--- src/rtl/fft_pkg.sv ---
// Shared constants and helpers for the radix-2 SDF FFT stages.
// Latency: none (declarations and a combinational helper only).
// Backpressure: not applicable.
package fft_pkg;

   // Default sample and twiddle formats: data Q6.8, twiddle Q2.6
   localparam int DW_DEF      = 14;
   localparam int TW_DEF      = 8;
   localparam int TW_FRAC_DEF = 6;

   // Frame phase: first half fills the delay line, second half runs the butterfly
   localparam logic PH_FILL = 1'b0;
   localparam logic PH_BFLY = 1'b1;

   // Clamp a signed value to the range of a w-bit two's-complement number
   function automatic logic signed [63:0] sat_trunc(input logic signed [63:0] x,
                                                    input int unsigned        w);
      logic signed [63:0] hi;
      logic signed [63:0] lo;
      hi = (64'sd1 <<< (w - 1)) - 64'sd1;
      lo = -(64'sd1 <<< (w - 1));
      if (x > hi) begin
         return hi;
      end else if (x < lo) begin
         return lo;
      end
      return x;
   endfunction

endpackage

--- src/rtl/sdf_delay_line.sv ---
// Fixed-length shift register holding DEPTH entries of W bits; head is the oldest entry.
// Latency: DEPTH enabled cycles from din to head.
// Backpressure: none; contents shift only while en is high and hold otherwise.
module sdf_delay_line #(
   parameter int W     = 30,
   parameter int DEPTH = 16
) (
   input  logic         clk,
   input  logic         rst_n,
   input  logic         en,
   input  logic [W-1:0] din,
   output logic [W-1:0] head
);

   logic [DEPTH-1:0][W-1:0] mem;

   // Shift one entry in per enabled cycle; reset clears every entry
   always_ff @(posedge clk or negedge rst_n) begin
      if (!rst_n) begin
         mem <= '0;
      end else if (en) begin
         mem <= {mem[DEPTH-2:0], din};
      end
   end

   assign head = mem[DEPTH-1];

endmodule

--- src/rtl/r2sdf_stage.sv ---
// Radix-2 single-path delay feedback FFT stage (DIF) with external twiddle ROM; R2SDF_SAT_EN selects saturation over wrap.
// Latency: result registered 1 clk after the advancing edge; differences emerge DEPTH samples later.
// Backpressure: none; the stage advances only on in_valid or flush and holds all state otherwise.
module r2sdf_stage
   import fft_pkg::*;
#(
   parameter int DW      = DW_DEF,
   parameter int TW      = TW_DEF,
   parameter int TW_FRAC = TW_FRAC_DEF,
   parameter int DEPTH   = 16
) (
   input  logic                       clk,
   input  logic                       rst_n,
   input  logic                       in_valid,
   input  logic                       flush,
   input  logic signed [DW-1:0]       in_r,
   input  logic signed [DW-1:0]       in_i,
   output logic [$clog2(DEPTH)-1:0]   tw_addr,
   input  logic signed [TW-1:0]       tw_r,
   input  logic signed [TW-1:0]       tw_i,
   output logic                       out_valid,
   output logic signed [DW:0]         out_r,
   output logic signed [DW:0]         out_i
);

   localparam int AW = $clog2(DEPTH);
   localparam int CW = AW + 1;
   localparam int XW = DW + 1;
   localparam int PW = DW + TW + 2;

   logic [CW-1:0]        cnt;
   logic                 primed;
   logic                 adv;
   logic                 phase;
   logic                 emit;
   logic signed [XW-1:0] a_r, a_i, b_r, b_i;
   logic signed [XW-1:0] push_r, push_i, res_r, res_i;
   logic signed [XW-1:0] rot_r, rot_i, sum_r, sum_i, dif_r, dif_i;
   logic [2*XW-1:0]      dl_head;
   logic signed [PW-1:0] br_x, bi_x, wr_x, wi_x;
   logic signed [PW-1:0] p_re, p_im, sh_re, sh_im;
   logic signed [PW-1:0] sum_r_x, sum_i_x, dif_r_x, dif_i_x;
   logic [5:0][PW-1:0]   pre;
   logic [5:0][XW-1:0]   fin;

   // Flush behaves like a valid sample of zero so the last half-frame drains out
   assign adv   = in_valid | flush;
   assign a_r   = flush ? '0 : {in_r[DW-1], in_r};
   assign a_i   = flush ? '0 : {in_i[DW-1], in_i};
   assign phase = cnt[CW-1];
   assign tw_addr = cnt[AW-1:0];
   assign emit  = adv & (primed | (phase == PH_BFLY));

   sdf_delay_line #(
      .W     (2 * XW),
      .DEPTH (DEPTH)
   ) u_dl (
      .clk   (clk),
      .rst_n (rst_n),
      .en    (adv),
      .din   ({push_r, push_i}),
      .head  (dl_head)
   );

   assign b_r = dl_head[2*XW-1:XW];
   assign b_i = dl_head[XW-1:0];

   // Full-precision complex rotation of the delay-line head, then floor shift
   assign br_x  = {{(PW-XW){b_r[XW-1]}}, b_r};
   assign bi_x  = {{(PW-XW){b_i[XW-1]}}, b_i};
   assign wr_x  = {{(PW-TW){tw_r[TW-1]}}, tw_r};
   assign wi_x  = {{(PW-TW){tw_i[TW-1]}}, tw_i};
   assign p_re  = br_x * wr_x - bi_x * wi_x;
   assign p_im  = br_x * wi_x + bi_x * wr_x;
   assign sh_re = p_re >>> TW_FRAC;
   assign sh_im = p_im >>> TW_FRAC;

   // Butterfly sum and difference carried one bit wider before narrowing
   assign sum_r_x = {{(PW-XW){a_r[XW-1]}}, a_r} + {{(PW-XW){b_r[XW-1]}}, b_r};
   assign sum_i_x = {{(PW-XW){a_i[XW-1]}}, a_i} + {{(PW-XW){b_i[XW-1]}}, b_i};
   assign dif_r_x = {{(PW-XW){b_r[XW-1]}}, b_r} - {{(PW-XW){a_r[XW-1]}}, a_r};
   assign dif_i_x = {{(PW-XW){b_i[XW-1]}}, b_i} - {{(PW-XW){a_i[XW-1]}}, a_i};

   assign pre = {dif_i_x, dif_r_x, sum_i_x, sum_r_x, sh_im, sh_re};

   // Narrow every result to the delay-line width: saturate or wrap
   for (genvar g = 0; g < 6; g++) begin : g_fit
`ifdef R2SDF_SAT_EN
      logic signed [63:0] sat_v;
      logic               unused_hi;
      assign sat_v     = sat_trunc({{(64-PW){pre[g][PW-1]}}, pre[g]}, XW);
      assign fin[g]    = sat_v[XW-1:0];
      assign unused_hi = ^sat_v[63:XW];
`else
      logic unused_hi;
      assign fin[g]    = pre[g][XW-1:0];
      assign unused_hi = ^pre[g][PW-1:XW];
`endif
   end

   assign rot_r = fin[0];
   assign rot_i = fin[1];
   assign sum_r = fin[2];
   assign sum_i = fin[3];
   assign dif_r = fin[4];
   assign dif_i = fin[5];

   // Fill phase stores the input and emits rotated differences; butterfly phase swaps roles
   always_comb begin
      res_r  = rot_r;
      res_i  = rot_i;
      push_r = a_r;
      push_i = a_i;
      if (phase == PH_BFLY) begin
         res_r  = sum_r;
         res_i  = sum_i;
         push_r = dif_r;
         push_i = dif_i;
      end
   end

   // Sample counter and primed flag advance only with a sample
   always_ff @(posedge clk or negedge rst_n) begin
      if (!rst_n) begin
         cnt    <= '0;
         primed <= 1'b0;
      end else if (adv) begin
         cnt <= cnt + CW'(1);
         if (phase == PH_BFLY) begin
            primed <= 1'b1;
         end
      end
   end

   // Registered output; valid pulses only on cycles that produce a result
   always_ff @(posedge clk or negedge rst_n) begin
      if (!rst_n) begin
         out_valid <= 1'b0;
         out_r     <= '0;
         out_i     <= '0;
      end else begin
         out_valid <= emit;
         if (emit) begin
            out_r <= res_r;
            out_i <= res_i;
         end
      end
   end

endmodule

--- config.mk ---
export PLATFORM = sky130hd
export DESIGN_NAME = r2sdf_stage
export DESIGN_NICKNAME = d
export VERILOG_FILES = /design/src/rtl/fft_pkg.sv /design/src/rtl/sdf_delay_line.sv /design/src/rtl/r2sdf_stage.sv
export SDC_FILE = /design/constraint.sdc
export NUM_CORES = 2
export LEC_CHECK = 0
export ABC_AREA = 1
export CAP_MARGIN = 0
export CORE_UTILIZATION = 64
export DETAILED_ROUTE_END_ITERATION = 8
export GPL_TIMING_DRIVEN = 0
export PLACE_DENSITY = 0.89
export SYNTH_ARGS = -nofsm -noshare
export SYNTH_HDL_FRONTEND = slang
export SYNTH_SLANG_ARGS = --single-unit
--- constraint.sdc ---
create_clock -name clk -period 7.1 [get_ports clk]
set_input_delay 1.065 -clock clk [delete_from_list [all_inputs] [get_ports clk]]
set_output_delay 1.065 -clock clk [all_outputs]
set_load 0.03 [all_outputs]
== Yosys cells after proc, flatten, opt, wreduce, memory -nomap -nowiden ==
Cells that the tools add are included.
Word-level totals
  logic and storage cells: 42
  flip-flop bits (word level): 517
  bits of input ports: 48
Operators by class
  bitwise logic cells: 3
  reduce and logical (&&, ||, !) cells: 1
  multiplexer cells: 6
  add/sub/neg operators: 7
  $mul: 4
Operators with widths (count)
  $mux 15: 6
  $mul 15x8->21: 4
  $add 15x15->15: 2
  $sub 15x15->15: 2
  $add 21x21->21: 1
  $sub 21x21->21: 1
  $add 5x1->5 const B: 1
  $or 1x1->1: 2
  $reduce_and 2->1: 1
  $and 1x1->1: 1

== Depth between registers and ports, before layout ==
  word-level depth: 3
  depth in mapped cells: 30
  depth with buffers taken out: 28

== Modules after synthesis ==
A second synthesis with hierarchy kept.
Unflattened totals
  cell total of the unflattened synthesis: 5128
  area total of the unflattened synthesis: 40237.3 um^2
By module, submodules not included
  r2sdf_stage: area each 21873.5 um^2, times used 1, cells an instance 3070
  sdf_delay_line: area each 18363.9 um^2, times used 1, cells an instance 2058

== Worst setup path after synthesis ==
No wires, ideal clock.
  kind: input-to-reg
  start: in tw_r[6]
  end: reg out_r[13]
  required time: 6.983 ns
  arrival time: 6.189 ns
  stages: 26
  path slack: 0.794 ns
  cell sequence: clkbuf_1 -> buf_1 -> nand2_1 -> fa_1 -> inv_1 -> fa_1 -> inv_1 -> fa_1 -> inv_1 -> fa_1 -> fa_1 -> inv_1 -> fa_1 -> inv_1 -> ha_1 -> nand2_1 -> nor2_1 -> inv_1 -> nor4_1 -> nand2_1 -> o211ai_1 -> nand2_1 -> nand2_1 -> o21ai_0 -> nand2_1 -> nand2_1
On the way
  longest elaborated chain between the ends: 3
Ends and longest elaborated chain
  start: declaration: RTL line r2sdf_stage.sv:19  | input logic signed [TW-1:0] tw_r,
  $mul 15x8->21: RTL line r2sdf_stage.sv:73  | assign p_re = br_x * wr_x - bi_x * wi_x;
  $sub 21x21->21: RTL line r2sdf_stage.sv:73
  $mux 15: RTL line r2sdf_stage.sv:114  | if (phase == PH_BFLY) begin
  end signal: assignment: RTL line r2sdf_stage.sv:144  | out_r <= res_r;
  end: declaration: RTL line r2sdf_stage.sv:22  | output logic signed [DW:0] out_r,
Every way passes these cells.
A chain may end at the register's enable or synchronous reset.

== Worst setup path in the final report ==
  start: in tw_r[5]
  end: reg out_r[13]
The elaborated chain is that of the path after synthesis.

==> key figures <==
Run status
  • Outcome: finished, final reports clean

CTS
  • Clk_lat worst skew: 0.60 ns
  • Max clock buf depth: 3
  • Worst-path clk slew: 0.06 ns
  • H-tree depth: 2
  • CTS tree: done
  • TritonCTS buffer count: between 40 and 50
  • Root Buffer: clkbuf_16
  • TritonCTS Sinks: 517
  • Cts hold-fix bufs: 0

STA
  • Worst rel slew slack: 33.8%
  • Hold Vio Cnt, Final: 0
  • Final critical-path required period: 6.85 ns
  • Slew @ Worst Pin: 0.993 ns
  • Worst clock skew: 0.0190 ns
  • Final setup fails: 0
  • Tcrit/Tclk final: around 96%
  • Achievable clock frequency: 146 MHz
  • Count of final max-slew check failures: 0
  • RSZ-0062 raised after global routing: no

Logic synthesis
  • Cell taking the most area after synthesis: dfrtp_1
  • Synthesized cell area: a little under 40000 um^2
  • Mean post-synth cell area: 7.85 um^2
  • Cells after synthesis: around 5100
  • Register area share after synthesis: 32.6%
  • Synth async-reset ratio: 100%
  • Syn nets: about 5700
  • EDFF count, synth: 0
  • Synth area leaders: dfrtp_1 (33%), fa_1 (21%), nand2_1 (18%)
  • Synthesized flop and latch total: 517
  • Yosys warning count: 0
  • Top cell type's share of synthesized area: 32.6%
  • Most used DFF post-synth: dfrtp_1
  • Synth cell types: 47

Global route
  • Initial antenna violation count: 0
  • Largest net degree at the start of global routing: about 140
  • First-pass GRT wire length: 182000 um
  • Overflow after GRT: 0
  • Vias in the first global route: 34200
  • GRT Util Overall: 37.9%

Final layout
  • Antenna cells: 0
  • Commonest non-fill, non-tap cells in the layout: nand2_1 (1943), inv_1 (962), dfrtp_1 (516)
  • Post-Route Utilization: 71.1%
  • Leading cell type in the layout, fill and taps excluded: nand2_1
  • Fraction of layout instances using a drive strength above 1: ~3.8%
  • Area grow syn2layout: 8.79%
  • Final nets: 5850

Worst setup path
  • Crit Path Max Fanout: 10
  • Worst path bufs/invs: 8
  • Delay-heaviest family, CP: adder cells
  • Delay of the slowest critical-path stage: 0.61 ns
  • Crit path required time: 7.63 ns
  • Worst EP arrival: ~7.4 ns
  • CP max stage cell: clkdlybuf4s50_1
  • Crit. End Element: flip-flop
  • CP startpoint kind: input port
  • Critical path type: input port to flip-flop

Floorplan
  • Std-Cell Rows: 90
  • # IOs: 83
  • Starting density of the core: between 60% and 70%
  • Die Ht: 251 um
  • Die area: roughly 63000 um^2
  • Die W: 251 um
  • Core ar.: 60800 um^2

Drt
  • Routed Antenna Nets: 0
  • Final routed DRC violation total: 0
  • Drt wl/cell: 19.3 um
  • Pre-antenna DRT Iters: 7
  • Via-to-Cell Ratio: about 5.5
  • Drt total wl: 116000 um
  • Via count: 33300
  • 1st-iter DRT viols: 3248

Worst hold path
  • Min-Delay Path Class: input port to asynchronous set/reset pin

Placed design
  • DPL Wire Length: a little under 90000 um
  • IO Port Bufs: 72
  • RePlAce Congestion: 1.03

Flow run
  • Max cap viols: 0
## cells in the mapped netlist (all sizes together) (2+ instances only)
library cell and n:
nand2 1946, inv 965, dfrtp 517, fa 423, o21ai 200, ha 188, clkbuf 178, nor2 166
a21oi 153, nand3 97, buf 66, xor2 27, nand4 21, or2 21, a31oi 17, nor3 16
nand3b 11, xnor2 8, o21bai 7, o211ai 6, a21o 5, o21a 4, o31ai 3, a211oi 2
a21boi 2, a221oi 2, clkinv 2, nor4 2
## registers in the layout, summed over array words and instances (netlist names)
register / count
cnt: 5
out_i: 15
out_r: 15
out_valid: 1
primed: 1
u_dl.head: 30
u_dl.mem: 450
## final timing paths
path | from | endpoint | slack, ns | depth (start not counted)
worst max-delay path | tw_r[5] | out_r[13] | 0.25 | 25
worst min-delay path | rst_n | u_dl.mem[168] | 0.28 | 1
worst max register to register | u_dl.head[20] | out_i[8] | 0.25 | 23
worst min register to register | u_dl.mem[253] | u_dl.mem[283] | 0.46 | 2
max in group asynchronous | rst_n | u_dl.head[21] | 5.36 | 3
min in group clk | u_dl.mem[253] | u_dl.mem[283] | 0.46 | 2
## through the flow
| stage | instances | worst slack, ns | setup TNS [ns] | area (um^2) | hold WS, ns |
|---|---|---|---|---|---|
| 2_1_floorplan | 5062 | 0.794 | 0 | 39700 | 0.439 |
| 3_5_place_dp | 5920 | -1.10 | -18.92 | 41500 | 0.451 |
| 4_1_cts | 6002 | 0.0114 | 0 | 43200 | 0.261 |
| 3_3_place_gp | 5916 | -16.46 | -8503.81 | 41400 | 0.448 |
| 6_report | 6004 | 0.249 | 0 | 43200 | 0.278 |
| 5_1_grt | 6004 | 0.000838 | 0 | 43200 | 0.283 |
## what timing repair did
item / CTS / global route
setup buffers: 0 / 4
endpoints found under the setup margin: 21 / 16
pin swaps: 0 / 0
gates resized for setup: 17 / 49
endpoints found under the hold margin: 0 / 0
## kinds of logic (layout without fill, tap and decap cells)
group | Yosys count | in the layout | share of synthesized area [%]
fa+ha+maj | 611 | 611 | 27.2
simple gates | 2282 | 2282 | 22.4
flops | 517 | 517 | 32.6
compound gates | 406 | 406 | 5.45
buf+inv | 1211 | 1371 | 11.6
xor+xnor | 35 | 35 | 0.771
## area by class of cell
cell class / count / area [um^2]
repair buffers: 80 / 866
plain buffers: 242 / 1050
fillers: 4600 / 17600
clock buffers: 71 / 1400
flip-flops and latches: 517 / 12900
well taps: 782 / 978
clock inverters: 11 / 180
multi-input cells: 3334 / 22200
inverters: 967 / 3630
## per-layer routing
| metal | global-route usage, % | wire length [um] | vias up |
|---|---|---|---|
| li1 | - | - | 15200 |
| met5 | 0 | 0 | - |
| met1 | 44.1 | 40700 | 15900 |
| met2 | 62.2 | 53600 | 1671 |
| met4 | 27.5 | 10300 | 0 |
| met3 | 8.20 | 11100 | 506 |
Power is not shown: default switching activity piles up to over one toggle a cycle in this logic, so the estimate is an artifact.
